<file path="src/rtl/id_stage_if.sv">
// ==== id_stage_if : ID-stage bundle (IF, regfile, forwarding, EX) and decode codes -- rev 1.0 ====
`default_nettype none

`ifndef ID_STAGE_DEFS
`define ID_STAGE_DEFS
`define RstEnable     1'b1
`define InstValid     1'b0
`define InstInvalid   1'b1
`define AluOpBus      7:0
`define EXE_NOP_OP    8'd0
`define EXE_ADD_OP    8'd1
`define EXE_SUB_OP    8'd2
`define EXE_SLL_OP    8'd3
`define EXE_SLT_OP    8'd4
`define EXE_SLTU_OP   8'd5
`define EXE_XOR_OP    8'd6
`define EXE_SRL_OP    8'd7
`define EXE_SRA_OP    8'd8
`define EXE_OR_OP     8'd9
`define EXE_AND_OP    8'd10
`define EXE_LUI_OP    8'd11
`define EXE_AUIPC_OP  8'd12
`define EXE_JAL_OP    8'd13
`define EXE_JALR_OP   8'd14
`define EXE_BEQ_OP    8'd15
`define EXE_BNE_OP    8'd16
`define EXE_BLT_OP    8'd17
`define EXE_BGE_OP    8'd18
`define EXE_BLTU_OP   8'd19
`define EXE_BGEU_OP   8'd20
`define EXE_LB_OP     8'd21
`define EXE_LH_OP     8'd22
`define EXE_LW_OP     8'd23
`define EXE_LBU_OP    8'd24
`define EXE_LHU_OP    8'd25
`define EXE_SB_OP     8'd26
`define EXE_SH_OP     8'd27
`define EXE_SW_OP     8'd28
`endif

interface id_stage_if #(
  parameter int XLEN        = 32,
  parameter int NUM_FWD     = 2,
  parameter int STALL_CNT_W = 16
);
  logic                      if_valid;
  logic                      id_ready;
  logic [31:0]               if_pc;
  logic [31:0]               if_inst;
  logic                      if_pc_invalid;
  logic                      reg1_read;
  logic                      reg2_read;
  logic [4:0]                reg1_addr;
  logic [4:0]                reg2_addr;
  logic [XLEN-1:0]           reg1_data;
  logic [XLEN-1:0]           reg2_data;
  logic [NUM_FWD-1:0]        fwd_wreg;
  logic [5*NUM_FWD-1:0]      fwd_wd;
  logic [XLEN*NUM_FWD-1:0]   fwd_wdata;
  logic [NUM_FWD-1:0]        fwd_pending;
  logic                      flush;
  logic                      ex_valid;
  logic                      ex_ready;
  logic [`AluOpBus]          aluop;
  logic [4:0]                wd;
  logic                      wreg;
  logic [XLEN-1:0]           reg1;
  logic [XLEN-1:0]           reg2;
  logic [XLEN-1:0]           imm;
  logic [31:0]               ex_pc;
  logic [31:0]               ex_inst;
  logic                      ex_pc_invalid;
  logic                      inst_invalid;
  logic                      stallreq;
  logic [STALL_CNT_W-1:0]    stall_cnt;

  modport master (
    output if_valid, if_pc, if_inst, if_pc_invalid, reg1_data, reg2_data,
           fwd_wreg, fwd_wd, fwd_wdata, fwd_pending, flush, ex_ready,
    input  id_ready, reg1_read, reg2_read, reg1_addr, reg2_addr, ex_valid,
           aluop, wd, wreg, reg1, reg2, imm, ex_pc, ex_inst, ex_pc_invalid,
           inst_invalid, stallreq, stall_cnt
  );

  modport slave (
    input  if_valid, if_pc, if_inst, if_pc_invalid, reg1_data, reg2_data,
           fwd_wreg, fwd_wd, fwd_wdata, fwd_pending, flush, ex_ready,
    output id_ready, reg1_read, reg2_read, reg1_addr, reg2_addr, ex_valid,
           aluop, wd, wreg, reg1, reg2, imm, ex_pc, ex_inst, ex_pc_invalid,
           inst_invalid, stallreq, stall_cnt
  );
endinterface

`default_nettype wire

</file>
<file path="src/rtl/id_stage.sv">
// ==== id_stage : RV32 decode, operand forwarding, load-use stall, ID/EX register -- rev 1.0 ====
`default_nettype none

module id_stage #(
  parameter int XLEN        = 32,
  parameter int NUM_FWD     = 2,
  parameter int STALL_CNT_W = 16
) (
  input  logic       clk,
  input  logic       rst,
  id_stage_if.slave  bus
);

  localparam logic [6:0] c_op_lui    = 7'b0110111;
  localparam logic [6:0] c_op_auipc  = 7'b0010111;
  localparam logic [6:0] c_op_jal    = 7'b1101111;
  localparam logic [6:0] c_op_jalr   = 7'b1100111;
  localparam logic [6:0] c_op_branch = 7'b1100011;
  localparam logic [6:0] c_op_load   = 7'b0000011;
  localparam logic [6:0] c_op_store  = 7'b0100011;
  localparam logic [6:0] c_op_opimm  = 7'b0010011;
  localparam logic [6:0] c_op_op     = 7'b0110011;
  localparam logic [6:0] c_f7_alt    = 7'b0100000;

  logic [31:0]      w_inst;
  logic [2:0]       w_funct3;
  logic [6:0]       w_funct7;
  logic [31:0]      w_imm_i, w_imm_s, w_imm_b, w_imm_u, w_imm_j;
  logic [`AluOpBus] w_aluop;
  logic             w_wreg, w_rd1, w_rd2, w_bad;
  logic [31:0]      w_imm32;
  logic [XLEN-1:0]  w_imm;
  logic [4:0]       w_wd;
  logic [XLEN:0]    w_op1, w_op2;
  logic             w_hazard, w_ready, w_accept;

  assign w_inst   = bus.if_inst;
  assign w_funct3 = w_inst[14:12];
  assign w_funct7 = w_inst[31:25];
  assign w_imm_i  = {{20{w_inst[31]}}, w_inst[31:20]};
  assign w_imm_s  = {{20{w_inst[31]}}, w_inst[31:25], w_inst[11:7]};
  assign w_imm_b  = {{19{w_inst[31]}}, w_inst[31], w_inst[7], w_inst[30:25], w_inst[11:8], 1'b0};
  assign w_imm_u  = {w_inst[31:12], 12'h000};
  assign w_imm_j  = {{11{w_inst[31]}}, w_inst[31], w_inst[19:12], w_inst[20], w_inst[30:21], 1'b0};

  always_comb begin
    w_aluop = `EXE_NOP_OP;
    w_wreg  = 1'b0;
    w_rd1   = 1'b0;
    w_rd2   = 1'b0;
    w_imm32 = 32'h0;
    w_bad   = 1'b0;
    case (w_inst[6:0])
      c_op_lui:   begin w_aluop = `EXE_LUI_OP;   w_wreg = 1'b1; w_imm32 = w_imm_u; end
      c_op_auipc: begin w_aluop = `EXE_AUIPC_OP; w_wreg = 1'b1; w_imm32 = w_imm_u; end
      c_op_jal:   begin w_aluop = `EXE_JAL_OP;   w_wreg = 1'b1; w_imm32 = w_imm_j; end
      c_op_jalr: begin
        w_aluop = `EXE_JALR_OP; w_wreg = 1'b1; w_rd1 = 1'b1; w_imm32 = w_imm_i;
        w_bad   = (w_funct3 != 3'b000);
      end
      c_op_branch: begin
        w_rd1 = 1'b1; w_rd2 = 1'b1; w_imm32 = w_imm_b;
        case (w_funct3)
          3'b000:  w_aluop = `EXE_BEQ_OP;
          3'b001:  w_aluop = `EXE_BNE_OP;
          3'b100:  w_aluop = `EXE_BLT_OP;
          3'b101:  w_aluop = `EXE_BGE_OP;
          3'b110:  w_aluop = `EXE_BLTU_OP;
          3'b111:  w_aluop = `EXE_BGEU_OP;
          default: w_bad   = 1'b1;
        endcase
      end
      c_op_load: begin
        w_rd1 = 1'b1; w_wreg = 1'b1; w_imm32 = w_imm_i;
        case (w_funct3)
          3'b000:  w_aluop = `EXE_LB_OP;
          3'b001:  w_aluop = `EXE_LH_OP;
          3'b010:  w_aluop = `EXE_LW_OP;
          3'b100:  w_aluop = `EXE_LBU_OP;
          3'b101:  w_aluop = `EXE_LHU_OP;
          default: w_bad   = 1'b1;
        endcase
      end
      c_op_store: begin
        w_rd1 = 1'b1; w_rd2 = 1'b1; w_imm32 = w_imm_s;
        case (w_funct3)
          3'b000:  w_aluop = `EXE_SB_OP;
          3'b001:  w_aluop = `EXE_SH_OP;
          3'b010:  w_aluop = `EXE_SW_OP;
          default: w_bad   = 1'b1;
        endcase
      end
      c_op_opimm: begin
        w_rd1 = 1'b1; w_wreg = 1'b1; w_imm32 = w_imm_i;
        case (w_funct3)
          3'b000: w_aluop = `EXE_ADD_OP;
          3'b010: w_aluop = `EXE_SLT_OP;
          3'b011: w_aluop = `EXE_SLTU_OP;
          3'b100: w_aluop = `EXE_XOR_OP;
          3'b110: w_aluop = `EXE_OR_OP;
          3'b111: w_aluop = `EXE_AND_OP;
          3'b001: if (w_funct7 == 7'b0) w_aluop = `EXE_SLL_OP; else w_bad = 1'b1;
          default: begin
            if (w_funct7 == 7'b0)           w_aluop = `EXE_SRL_OP;
            else if (w_funct7 == c_f7_alt)  w_aluop = `EXE_SRA_OP;
            else                            w_bad   = 1'b1;
          end
        endcase
      end
      c_op_op: begin
        w_rd1 = 1'b1; w_rd2 = 1'b1; w_wreg = 1'b1;
        if (w_funct7 == 7'b0) begin
          case (w_funct3)
            3'b000:  w_aluop = `EXE_ADD_OP;
            3'b001:  w_aluop = `EXE_SLL_OP;
            3'b010:  w_aluop = `EXE_SLT_OP;
            3'b011:  w_aluop = `EXE_SLTU_OP;
            3'b100:  w_aluop = `EXE_XOR_OP;
            3'b101:  w_aluop = `EXE_SRL_OP;
            3'b110:  w_aluop = `EXE_OR_OP;
            default: w_aluop = `EXE_AND_OP;
          endcase
        end else if (w_funct7 == c_f7_alt && w_funct3 == 3'b000) begin
          w_aluop = `EXE_SUB_OP;
        end else if (w_funct7 == c_f7_alt && w_funct3 == 3'b101) begin
          w_aluop = `EXE_SRA_OP;
        end else begin
          w_bad = 1'b1;
        end
      end
      default: w_bad = 1'b1;
    endcase
    // Undecodable words still issue, but must not read, write or look like an op.
    if (w_bad) begin
      w_aluop = `EXE_NOP_OP;
      w_wreg  = 1'b0;
      w_rd1   = 1'b0;
      w_rd2   = 1'b0;
      w_imm32 = 32'h0;
    end
  end

  assign w_imm = XLEN'($signed(w_imm32));
  assign w_wd  = w_wreg ? w_inst[11:7] : 5'd0;

  // Returns {hazard, data}; the lowest-indexed matching source wins.
  function automatic logic [XLEN:0] resolve(
    input logic                    rd,
    input logic [4:0]              addr,
    input logic [XLEN-1:0]         rf,
    input logic [NUM_FWD-1:0]      wreg,
    input logic [5*NUM_FWD-1:0]    wd,
    input logic [XLEN*NUM_FWD-1:0] wdata,
    input logic [NUM_FWD-1:0]      pend
  );
    logic          found;
    logic [XLEN:0] res;
    found = 1'b0;
    res   = {1'b0, rf};
    if (!rd || addr == 5'd0) begin
      found = 1'b1;
      res   = '0;
    end
    for (int i = 0; i < NUM_FWD; i++) begin
      if (!found && wreg[i] && wd[5*i +: 5] == addr) begin
        found = 1'b1;
        res   = pend[i] ? {1'b1, {XLEN{1'b0}}} : {1'b0, wdata[XLEN*i +: XLEN]};
      end
    end
    return res;
  endfunction

  assign w_op1 = resolve(w_rd1, w_inst[19:15], bus.reg1_data, bus.fwd_wreg, bus.fwd_wd,
                         bus.fwd_wdata, bus.fwd_pending);
  assign w_op2 = resolve(w_rd2, w_inst[24:20], bus.reg2_data, bus.fwd_wreg, bus.fwd_wd,
                         bus.fwd_wdata, bus.fwd_pending);

  logic                   r_ex_valid;
  logic [`AluOpBus]       r_aluop;
  logic [4:0]             r_wd;
  logic                   r_wreg;
  logic [XLEN-1:0]        r_reg1, r_reg2, r_imm;
  logic [31:0]            r_pc, r_inst;
  logic                   r_pc_invalid, r_inst_invalid;
  logic [STALL_CNT_W-1:0] r_stall_cnt;

  assign w_hazard = bus.if_valid && (w_op1[XLEN] || w_op2[XLEN]);
  assign w_ready  = (rst != `RstEnable) && !bus.flush && !w_hazard &&
                    (!r_ex_valid || bus.ex_ready);
  assign w_accept = bus.if_valid && w_ready;

  always_ff @(posedge clk) begin
    if (rst == `RstEnable) begin
      r_ex_valid     <= 1'b0;
      r_aluop        <= `EXE_NOP_OP;
      r_wd           <= 5'd0;
      r_wreg         <= 1'b0;
      r_reg1         <= '0;
      r_reg2         <= '0;
      r_imm          <= '0;
      r_pc           <= 32'h0;
      r_inst         <= 32'h0;
      r_pc_invalid   <= 1'b0;
      r_inst_invalid <= `InstValid;
      r_stall_cnt    <= '0;
    end else begin
      if (w_hazard && r_stall_cnt != {STALL_CNT_W{1'b1}})
        r_stall_cnt <= r_stall_cnt + 1'b1;
      if (bus.flush) begin
        r_ex_valid <= 1'b0;
      end else if (w_accept) begin
        r_ex_valid     <= 1'b1;
        r_aluop        <= w_aluop;
        r_wd           <= w_wd;
        r_wreg         <= w_wreg;
        r_reg1         <= w_op1[XLEN-1:0];
        r_reg2         <= w_op2[XLEN-1:0];
        r_imm          <= w_imm;
        r_pc           <= bus.if_pc;
        r_inst         <= w_inst;
        r_pc_invalid   <= bus.if_pc_invalid;
        r_inst_invalid <= w_bad ? `InstInvalid : `InstValid;
      end else if (bus.ex_ready) begin
        r_ex_valid <= 1'b0;
      end
    end
  end

  assign bus.id_ready      = w_ready;
  assign bus.reg1_read     = w_rd1;
  assign bus.reg2_read     = w_rd2;
  assign bus.reg1_addr     = w_inst[19:15];
  assign bus.reg2_addr     = w_inst[24:20];
  assign bus.stallreq      = w_hazard;
  assign bus.ex_valid      = r_ex_valid;
  assign bus.aluop         = r_aluop;
  assign bus.wd            = r_wd;
  assign bus.wreg          = r_wreg;
  assign bus.reg1          = r_reg1;
  assign bus.reg2          = r_reg2;
  assign bus.imm           = r_imm;
  assign bus.ex_pc         = r_pc;
  assign bus.ex_inst       = r_inst;
  assign bus.ex_pc_invalid = r_pc_invalid;
  assign bus.inst_invalid  = r_inst_invalid;
  assign bus.stall_cnt     = r_stall_cnt;

endmodule

`default_nettype wire

</file>
<file path="src/flat_wrapper.sv">
// flat-port wrapper written by rule: the top's interface ports become plain ports
module id_stage_flat 
#(
  parameter int XLEN        = 32,
  parameter int NUM_FWD     = 2,
  parameter int STALL_CNT_W = 16
)
  (clk, rst, bus_if_valid, bus_if_pc, bus_if_inst, bus_if_pc_invalid, bus_reg1_data, bus_reg2_data, bus_fwd_wreg, bus_fwd_wd, bus_fwd_wdata, bus_fwd_pending, bus_flush, bus_ex_ready, bus_id_ready, bus_reg1_read, bus_reg2_read, bus_reg1_addr, bus_reg2_addr, bus_ex_valid, bus_aluop, bus_wd, bus_wreg, bus_reg1, bus_reg2, bus_imm, bus_ex_pc, bus_ex_inst, bus_ex_pc_invalid, bus_inst_invalid, bus_stallreq, bus_stall_cnt);
  id_stage_if #(.XLEN(XLEN), .NUM_FWD(NUM_FWD), .STALL_CNT_W(STALL_CNT_W)) bus_i ();
  input  logic clk;
  input  logic rst;
  input wire logic [$bits(bus_i.if_valid)-1:0] bus_if_valid;
  input wire logic [$bits(bus_i.if_pc)-1:0] bus_if_pc;
  input wire logic [$bits(bus_i.if_inst)-1:0] bus_if_inst;
  input wire logic [$bits(bus_i.if_pc_invalid)-1:0] bus_if_pc_invalid;
  input wire logic [$bits(bus_i.reg1_data)-1:0] bus_reg1_data;
  input wire logic [$bits(bus_i.reg2_data)-1:0] bus_reg2_data;
  input wire logic [$bits(bus_i.fwd_wreg)-1:0] bus_fwd_wreg;
  input wire logic [$bits(bus_i.fwd_wd)-1:0] bus_fwd_wd;
  input wire logic [$bits(bus_i.fwd_wdata)-1:0] bus_fwd_wdata;
  input wire logic [$bits(bus_i.fwd_pending)-1:0] bus_fwd_pending;
  input wire logic [$bits(bus_i.flush)-1:0] bus_flush;
  input wire logic [$bits(bus_i.ex_ready)-1:0] bus_ex_ready;
  output wire logic [$bits(bus_i.id_ready)-1:0] bus_id_ready;
  output wire logic [$bits(bus_i.reg1_read)-1:0] bus_reg1_read;
  output wire logic [$bits(bus_i.reg2_read)-1:0] bus_reg2_read;
  output wire logic [$bits(bus_i.reg1_addr)-1:0] bus_reg1_addr;
  output wire logic [$bits(bus_i.reg2_addr)-1:0] bus_reg2_addr;
  output wire logic [$bits(bus_i.ex_valid)-1:0] bus_ex_valid;
  output wire logic [$bits(bus_i.aluop)-1:0] bus_aluop;
  output wire logic [$bits(bus_i.wd)-1:0] bus_wd;
  output wire logic [$bits(bus_i.wreg)-1:0] bus_wreg;
  output wire logic [$bits(bus_i.reg1)-1:0] bus_reg1;
  output wire logic [$bits(bus_i.reg2)-1:0] bus_reg2;
  output wire logic [$bits(bus_i.imm)-1:0] bus_imm;
  output wire logic [$bits(bus_i.ex_pc)-1:0] bus_ex_pc;
  output wire logic [$bits(bus_i.ex_inst)-1:0] bus_ex_inst;
  output wire logic [$bits(bus_i.ex_pc_invalid)-1:0] bus_ex_pc_invalid;
  output wire logic [$bits(bus_i.inst_invalid)-1:0] bus_inst_invalid;
  output wire logic [$bits(bus_i.stallreq)-1:0] bus_stallreq;
  output wire logic [$bits(bus_i.stall_cnt)-1:0] bus_stall_cnt;
  assign bus_i.if_valid = bus_if_valid;
  assign bus_i.if_pc = bus_if_pc;
  assign bus_i.if_inst = bus_if_inst;
  assign bus_i.if_pc_invalid = bus_if_pc_invalid;
  assign bus_i.reg1_data = bus_reg1_data;
  assign bus_i.reg2_data = bus_reg2_data;
  assign bus_i.fwd_wreg = bus_fwd_wreg;
  assign bus_i.fwd_wd = bus_fwd_wd;
  assign bus_i.fwd_wdata = bus_fwd_wdata;
  assign bus_i.fwd_pending = bus_fwd_pending;
  assign bus_i.flush = bus_flush;
  assign bus_i.ex_ready = bus_ex_ready;
  assign bus_id_ready = bus_i.id_ready;
  assign bus_reg1_read = bus_i.reg1_read;
  assign bus_reg2_read = bus_i.reg2_read;
  assign bus_reg1_addr = bus_i.reg1_addr;
  assign bus_reg2_addr = bus_i.reg2_addr;
  assign bus_ex_valid = bus_i.ex_valid;
  assign bus_aluop = bus_i.aluop;
  assign bus_wd = bus_i.wd;
  assign bus_wreg = bus_i.wreg;
  assign bus_reg1 = bus_i.reg1;
  assign bus_reg2 = bus_i.reg2;
  assign bus_imm = bus_i.imm;
  assign bus_ex_pc = bus_i.ex_pc;
  assign bus_ex_inst = bus_i.ex_inst;
  assign bus_ex_pc_invalid = bus_i.ex_pc_invalid;
  assign bus_inst_invalid = bus_i.inst_invalid;
  assign bus_stallreq = bus_i.stallreq;
  assign bus_stall_cnt = bus_i.stall_cnt;
  id_stage #(.XLEN(XLEN), .NUM_FWD(NUM_FWD), .STALL_CNT_W(STALL_CNT_W)) u_core (.clk(clk), .rst(rst), .bus(bus_i));
endmodule
</file>
<file path="config.mk">
export PLATFORM = sky130hd
export DESIGN_NAME = id_stage_flat
export DESIGN_NICKNAME = d
export VERILOG_FILES = /design/src/rtl/id_stage_if.sv /design/src/rtl/id_stage.sv /design/src/flat_wrapper.sv
export SDC_FILE = /design/constraint.sdc
export NUM_CORES = 1
export LEC_CHECK = 0
export ABC_CLOCK_PERIOD_IN_PS = 5650
export BUFFER_PORTS_ARGS = -buffer_cell sky130_fd_sc_hd__buf_2
export CAP_MARGIN = 20
export CORE_AREA = 4 4 159 161
export CTS_CLUSTER_DIAMETER = 40
export DETAILED_ROUTE_END_ITERATION = 10
export DIE_AREA = 0 0 163 165
export HOLD_SLACK_MARGIN = 0.02
export PLACE_DENSITY = 0.81
export SYNTH_ARGS = -nofsm -noshare
export SYNTH_HDL_FRONTEND = slang
export SYNTH_SLANG_ARGS = --single-unit
</file>
<file path="constraint.sdc">
create_clock -name clk -period 5.65 [get_ports clk]
set_input_delay 1.13 -clock clk [delete_from_list [all_inputs] [get_ports clk]]
set_output_delay 1.13 -clock clk [all_outputs]
set_load 0.1 [all_outputs]
</file>
Word-level counts from Yosys, hierarchy flattened
Index checks and enable logic that the tools add are counted.
Widths: inputs -> output; s select.

word-level totals
  bits in registers = 193
  bits of input ports = 212
  output and inout bits = 207
  word-level logic and storage cells = 132

operators by class
  reductions and logical operators = 47
  muxes and demuxes = 48
  bitwise gates (word level) = 2
  add/subtract/negate cells = 1
  eq/ne operators = 22

operators by type and width
  cell                   count
  $mux 33                6
  $pmux 32 s5            1
  $mux 32                3
  $pmux 8 s9             1
  $pmux 8 s7             1
  $mux 8                 4
  $pmux 5 s6             1
  $eq 7x6->1 const B     4
  $pmux 4 s7             1
  $pmux 5 s5             1
  $mux 1                 22
  $eq 7x7->1 const B     3
  $eq 5x5->1             4
  $reduce_or 6->1        3
  $add 16x1->16 const B  1
  $logic_and 1x1->1      16
  $ne 16x16->1 const B   1
  $pmux 5 s3             1
  $eq 7x5->1 const B     2
  $eq 3x3->1 const B     4
  $reduce_or 3->1        4
  $logic_not 5->1        2
  $logic_not 1->1        9
  $mux 4                 2
  other kinds (17)       23

Logic depth before layout (Yosys ltp)
  word-level depth = 25
  gate-level depth with buffers = 11
  gate-level depth less buffers = 7

Worst setup path after synthesis
OpenSTA, ideal clock, no wires.

  path kind = input to output
  from = in bus_if_inst[23]
  to = out bus_stallreq
  stages on the path = 8
  required time = 4.520 ns
  arrival = 4.421 ns
  buffers on the path = 2
  path slack = 0.099 ns
  cells stage by stage = xor2_1 -> nor4_1 -> nand3_1 -> clkbuf_1 -> clkbuf_1 -> o32ai_1 -> a22oi_1 -> nor3_1

on the way
  cells in the longest elaborated chain, start to end = 13
  elaborated cells on any way between the ends = 16
  classes of those cells = eq/ne: 2; mux: 4; reduce/logical: 10

ends and longest elaborated chain
  element                          RTL line            RTL
  start: declaration               flat_wrapper.sv:14  input wire logic [$bits(bus_i.if_inst)-1:0] bus_if_inst;
  $logic_not 5->1                  id_stage.sv:160     if (!rd || addr == 5'd0) begin
  $logic_or 1x1->1                 id_stage.sv:160
  $mux 1                           id_stage.sv:160
  $logic_not 1->1                  id_stage.sv:165     if (!found && wreg[i] && wd[5*i +: 5] == addr) begin
  $logic_and 1x1->1 (2 in series)  id_stage.sv:165
  $mux 1                           id_stage.sv:165
  $logic_not 1->1                  id_stage.sv:165
  $logic_and 1x1->1 (2 in series)  id_stage.sv:165
  $mux 33 (*)                      id_stage.sv:165
  $logic_or 1x1->1 (*)             id_stage.sv:187     assign w_hazard = bus.if_valid && (w_op1[XLEN] || w_op2[XLEN]);
  $logic_and 1x1->1 (*)            id_stage.sv:187
  end: declaration                 flat_wrapper.sv:40  output wire logic [$bits(bus_i.stallreq)-1:0] bus_stallreq;

Mark *: on every way between the ends. The rest lies on a longest branch, timed or not.

Worst setup path after layout
  from = in bus_if_inst[22]
  to = out bus_stallreq

Same word-level chain as after synthesis.

==> flow_summary.toml <==
[status]
status = "finished clean"

[synthesis]
synthMuxAreaShare_pct = 1.700
synth_edf_count = 0
synth_ff_type = "dfxtp_1"
synth_xor_area_share_pct = 1.925
synthArstFlopShare_pct = 0
ys_ff_latch = 190
synth_warnings = 0
synthCells = 1245
synth_area_per_cell_um2 = 8.039
synth_compound_gate_area_share_pct = 30.18
synth_adder_area_share_pct = 0.1250
yosys-top-cells-area = "dfxtp_1 (38%), a21oi_1 (7.4%), o21ai_0 (5.5%), nand3_1 (3.7%), nand4_1 (3.4%)"
ys_seq_area_share_pct = 38.00
synthSimpleGateAreaFrac_pct = 20.89
syn-cell-area_um2 = 10010
synth_top_area_cell = "dfxtp_1"
yosys.area.top_type_share_pct = 38.00
synth_top_family_by_area = "compound AO/OA/AOI/OAI gates"
synth.distinct_cells = 73

[clock_tree]
cts_buffers = 17
tritoncts = "done"
insertion_delay_ns = 0.43
cts_hold_buf = 0
root_buffer = "clkbuf_16"
clock_sinks = 190
cts_resized = 0
cts_setup_buffers = 0
htreeDepth = 4
clk_pin_slew_ns = 0.07
cts_buffer_depth = 2

[sta]
setup_viol = 0
timing.setup.tns_ns = 0
rsz0062_at_grt = "false"
setup_ws_ns = 1.022
clock.fmax_mhz = 216.1
slew_headroom_pct = 29.76
fin_crit_ns = 4.628
finalHoldViolations = 0
skew_ns = 0.009937
holdWs_ns = 0.4623
worst-slew-pin-transition_ns = 1.051
drv_slew = 0
min_period_over_period_pct = 81.91

[pwr]
p_leak_nw = 5.473
power_density_nw_per_um2 = 248.1
peakVddDrop_v = 0.0001405
p_total_mw = 3.155

[critical_path]
crit_arrival_ns = 3.50
cp.required_ns = 4.52
critPathSlowestCell = "buf_2"
critical_path_class = "input port to output pin"
critPathMaxStageDelay_ns = 0.50
crit_path_cell_trace = "buf_2, xor2_1, nor4_1, nand3_2, o22ai_1, a22oi_1, nor3_1, buf_2"
start_kind = "input port"
crit_path_max_fanout = 16
cp-end-kind = "output pin"
path_common_cell = "buf_2"

[die]
die_x_um = 163
fp.dieArea_um2 = 26900
pin_count = 419
die_h_um = 165
initial_core_util_pct = 41.77
core.rowCount = 57
coreArea_um2 = 23960

[route]
drt_first_pass_iters = 7
routedWlPerCell_um = 21.24
ant_nets = 0
drt-total-wl_um = 40390
vias = 11552
route.detailed.drc = 0
detail_route.vias_per_cell = 6.074
drt_iter0_markers = 1404

[place]
dpl_cell_area_um2 = 12070
routabilityCongestion = 0.9708
dp.cells = 1863
pre_cts_ws_ns = 0.9356
port_buffers = 415
hpwl_um = 29420

[global_routing]
track_usage_pct = 28.18
grt_max_degree = 95
grt_pass1_wl_um = 59930
antenna_found_initial = 8
grt_pass1_vias = 10601
grt_overflow = 0

[layout]
drive_gt1_share_pct = 32.87
fin_cells = 1902
final_common_cell = "buf_2"
final_core_util_pct = 53.07
finish.instance_area_um2 = 12720
final_cell_mix = "buf_2 (413), dfxtp_1 (190), a21oi_1 (148)"
area.growth.synth_to_final_pct = 27.07
finalNetCount = 1773

[run]
cap_viol_max_count = 0

[hold_path]
hp-class = "flip-flop to flip-flop"
-- registers in the layout, summed over array words and instances, names as in the netlist --
signal and count:
u_core.bus.ex_pc_invalid 1, u_core.bus.reg2 32, u_core.bus.ex_inst 32, u_core.bus.stall_cnt 16, u_core.bus.inst_invalid 1, u_core.bus.ex_valid 1, u_core.bus.reg1 32, u_core.bus.wreg 1
u_core.bus.aluop 5, u_core.bus.ex_pc 32, u_core.bus.wd 5, u_core.bus.imm 32
-- final timing paths --
path,depth (start not counted),to,slack [ns],startpoint
worst max register to register,7,u_core.bus.imm[16]$_SDFFE_PP0P_,2.59,u_core.bus.ex_valid$_SDFFE_PP0P_
worst max-delay path,8,bus_stallreq,1.02,bus_if_inst[22]
worst min-delay path,2,u_core.bus.reg2[8]$_SDFFE_PP0P_,0.46,u_core.bus.reg2[8]$_SDFFE_PP0P_
worst min register to register,2,u_core.bus.reg2[8]$_SDFFE_PP0P_,0.46,u_core.bus.reg2[8]$_SDFFE_PP0P_
-- kinds of logic (layout without fill, tap and decap cells) --
| family | after synthesis | after routing |
|---|---|---|
| buf+inv | 154 | 480 |
| other cells | 1 | 8 |
| flops | 190 | 190 |
| fa+ha+maj | 1 | 1 |
| xor+xnor | 22 | 22 |
| mux | 16 | 16 |
| compound gates | 476 | 476 |
| simple gates | 385 | 385 |
-- synth_stat cells, drive strengths merged, types with 11 or more instances --
| library cell | n |
|---|---|
| a211o | 12 |
| a21oi | 148 |
| a22o | 25 |
| a31o | 11 |
| buf | 61 |
| clkbuf | 82 |
| dfxtp | 190 |
| inv | 11 |
| nand2 | 88 |
| nand3 | 74 |
| nand4 | 55 |
| nor2 | 45 |
| nor2b | 42 |
| nor3 | 15 |
| nor4 | 17 |
| o211ai | 23 |
| o21ai | 119 |
| o22ai | 38 |
| o2bb2ai | 15 |
| o31ai | 21 |
| o41ai | 22 |
| xor2 | 15 |
-- critical path, delay by kind of cell --
family                 cells  cell delay, ns
AO/OA/AOI/OAI              2            0.37
buffers and inverters      2            0.66
AND/OR/NAND/NOR            3            1.16
XOR/XNOR                   1            0.17
-- final cells by class --
class	count	area (um2)
clock buffer	18	439.2
timing repair buffer	437	2287
fill	2301	11250
sequential	190	3804
antenna	5	12.51
tap	324	405.4
inverter	11	41.29
clock inverter	14	167.7
multi-input combinational	903	5560
-- layer usage --
layer  track usage (%)  share of wire, %  up-vias
li1                  -                 -     5296
met2             47.13                48      731
met4             12.31               3.4        6
met1             35.01                38     5430
met3             6.164               9.8       89
met5                 0             0.087        -
-- power by group --
part,switching [mW],leakage [nW],internal (mW),total (mW)
logic,0.404,3.64,0.144,0.548
registers,0.00972,1.54,1.36,1.37
clock network,0.629,0.296,0.612,1.24
total,1.04,5.47,2.11,3.16
(Power assumes the default switching activity.)
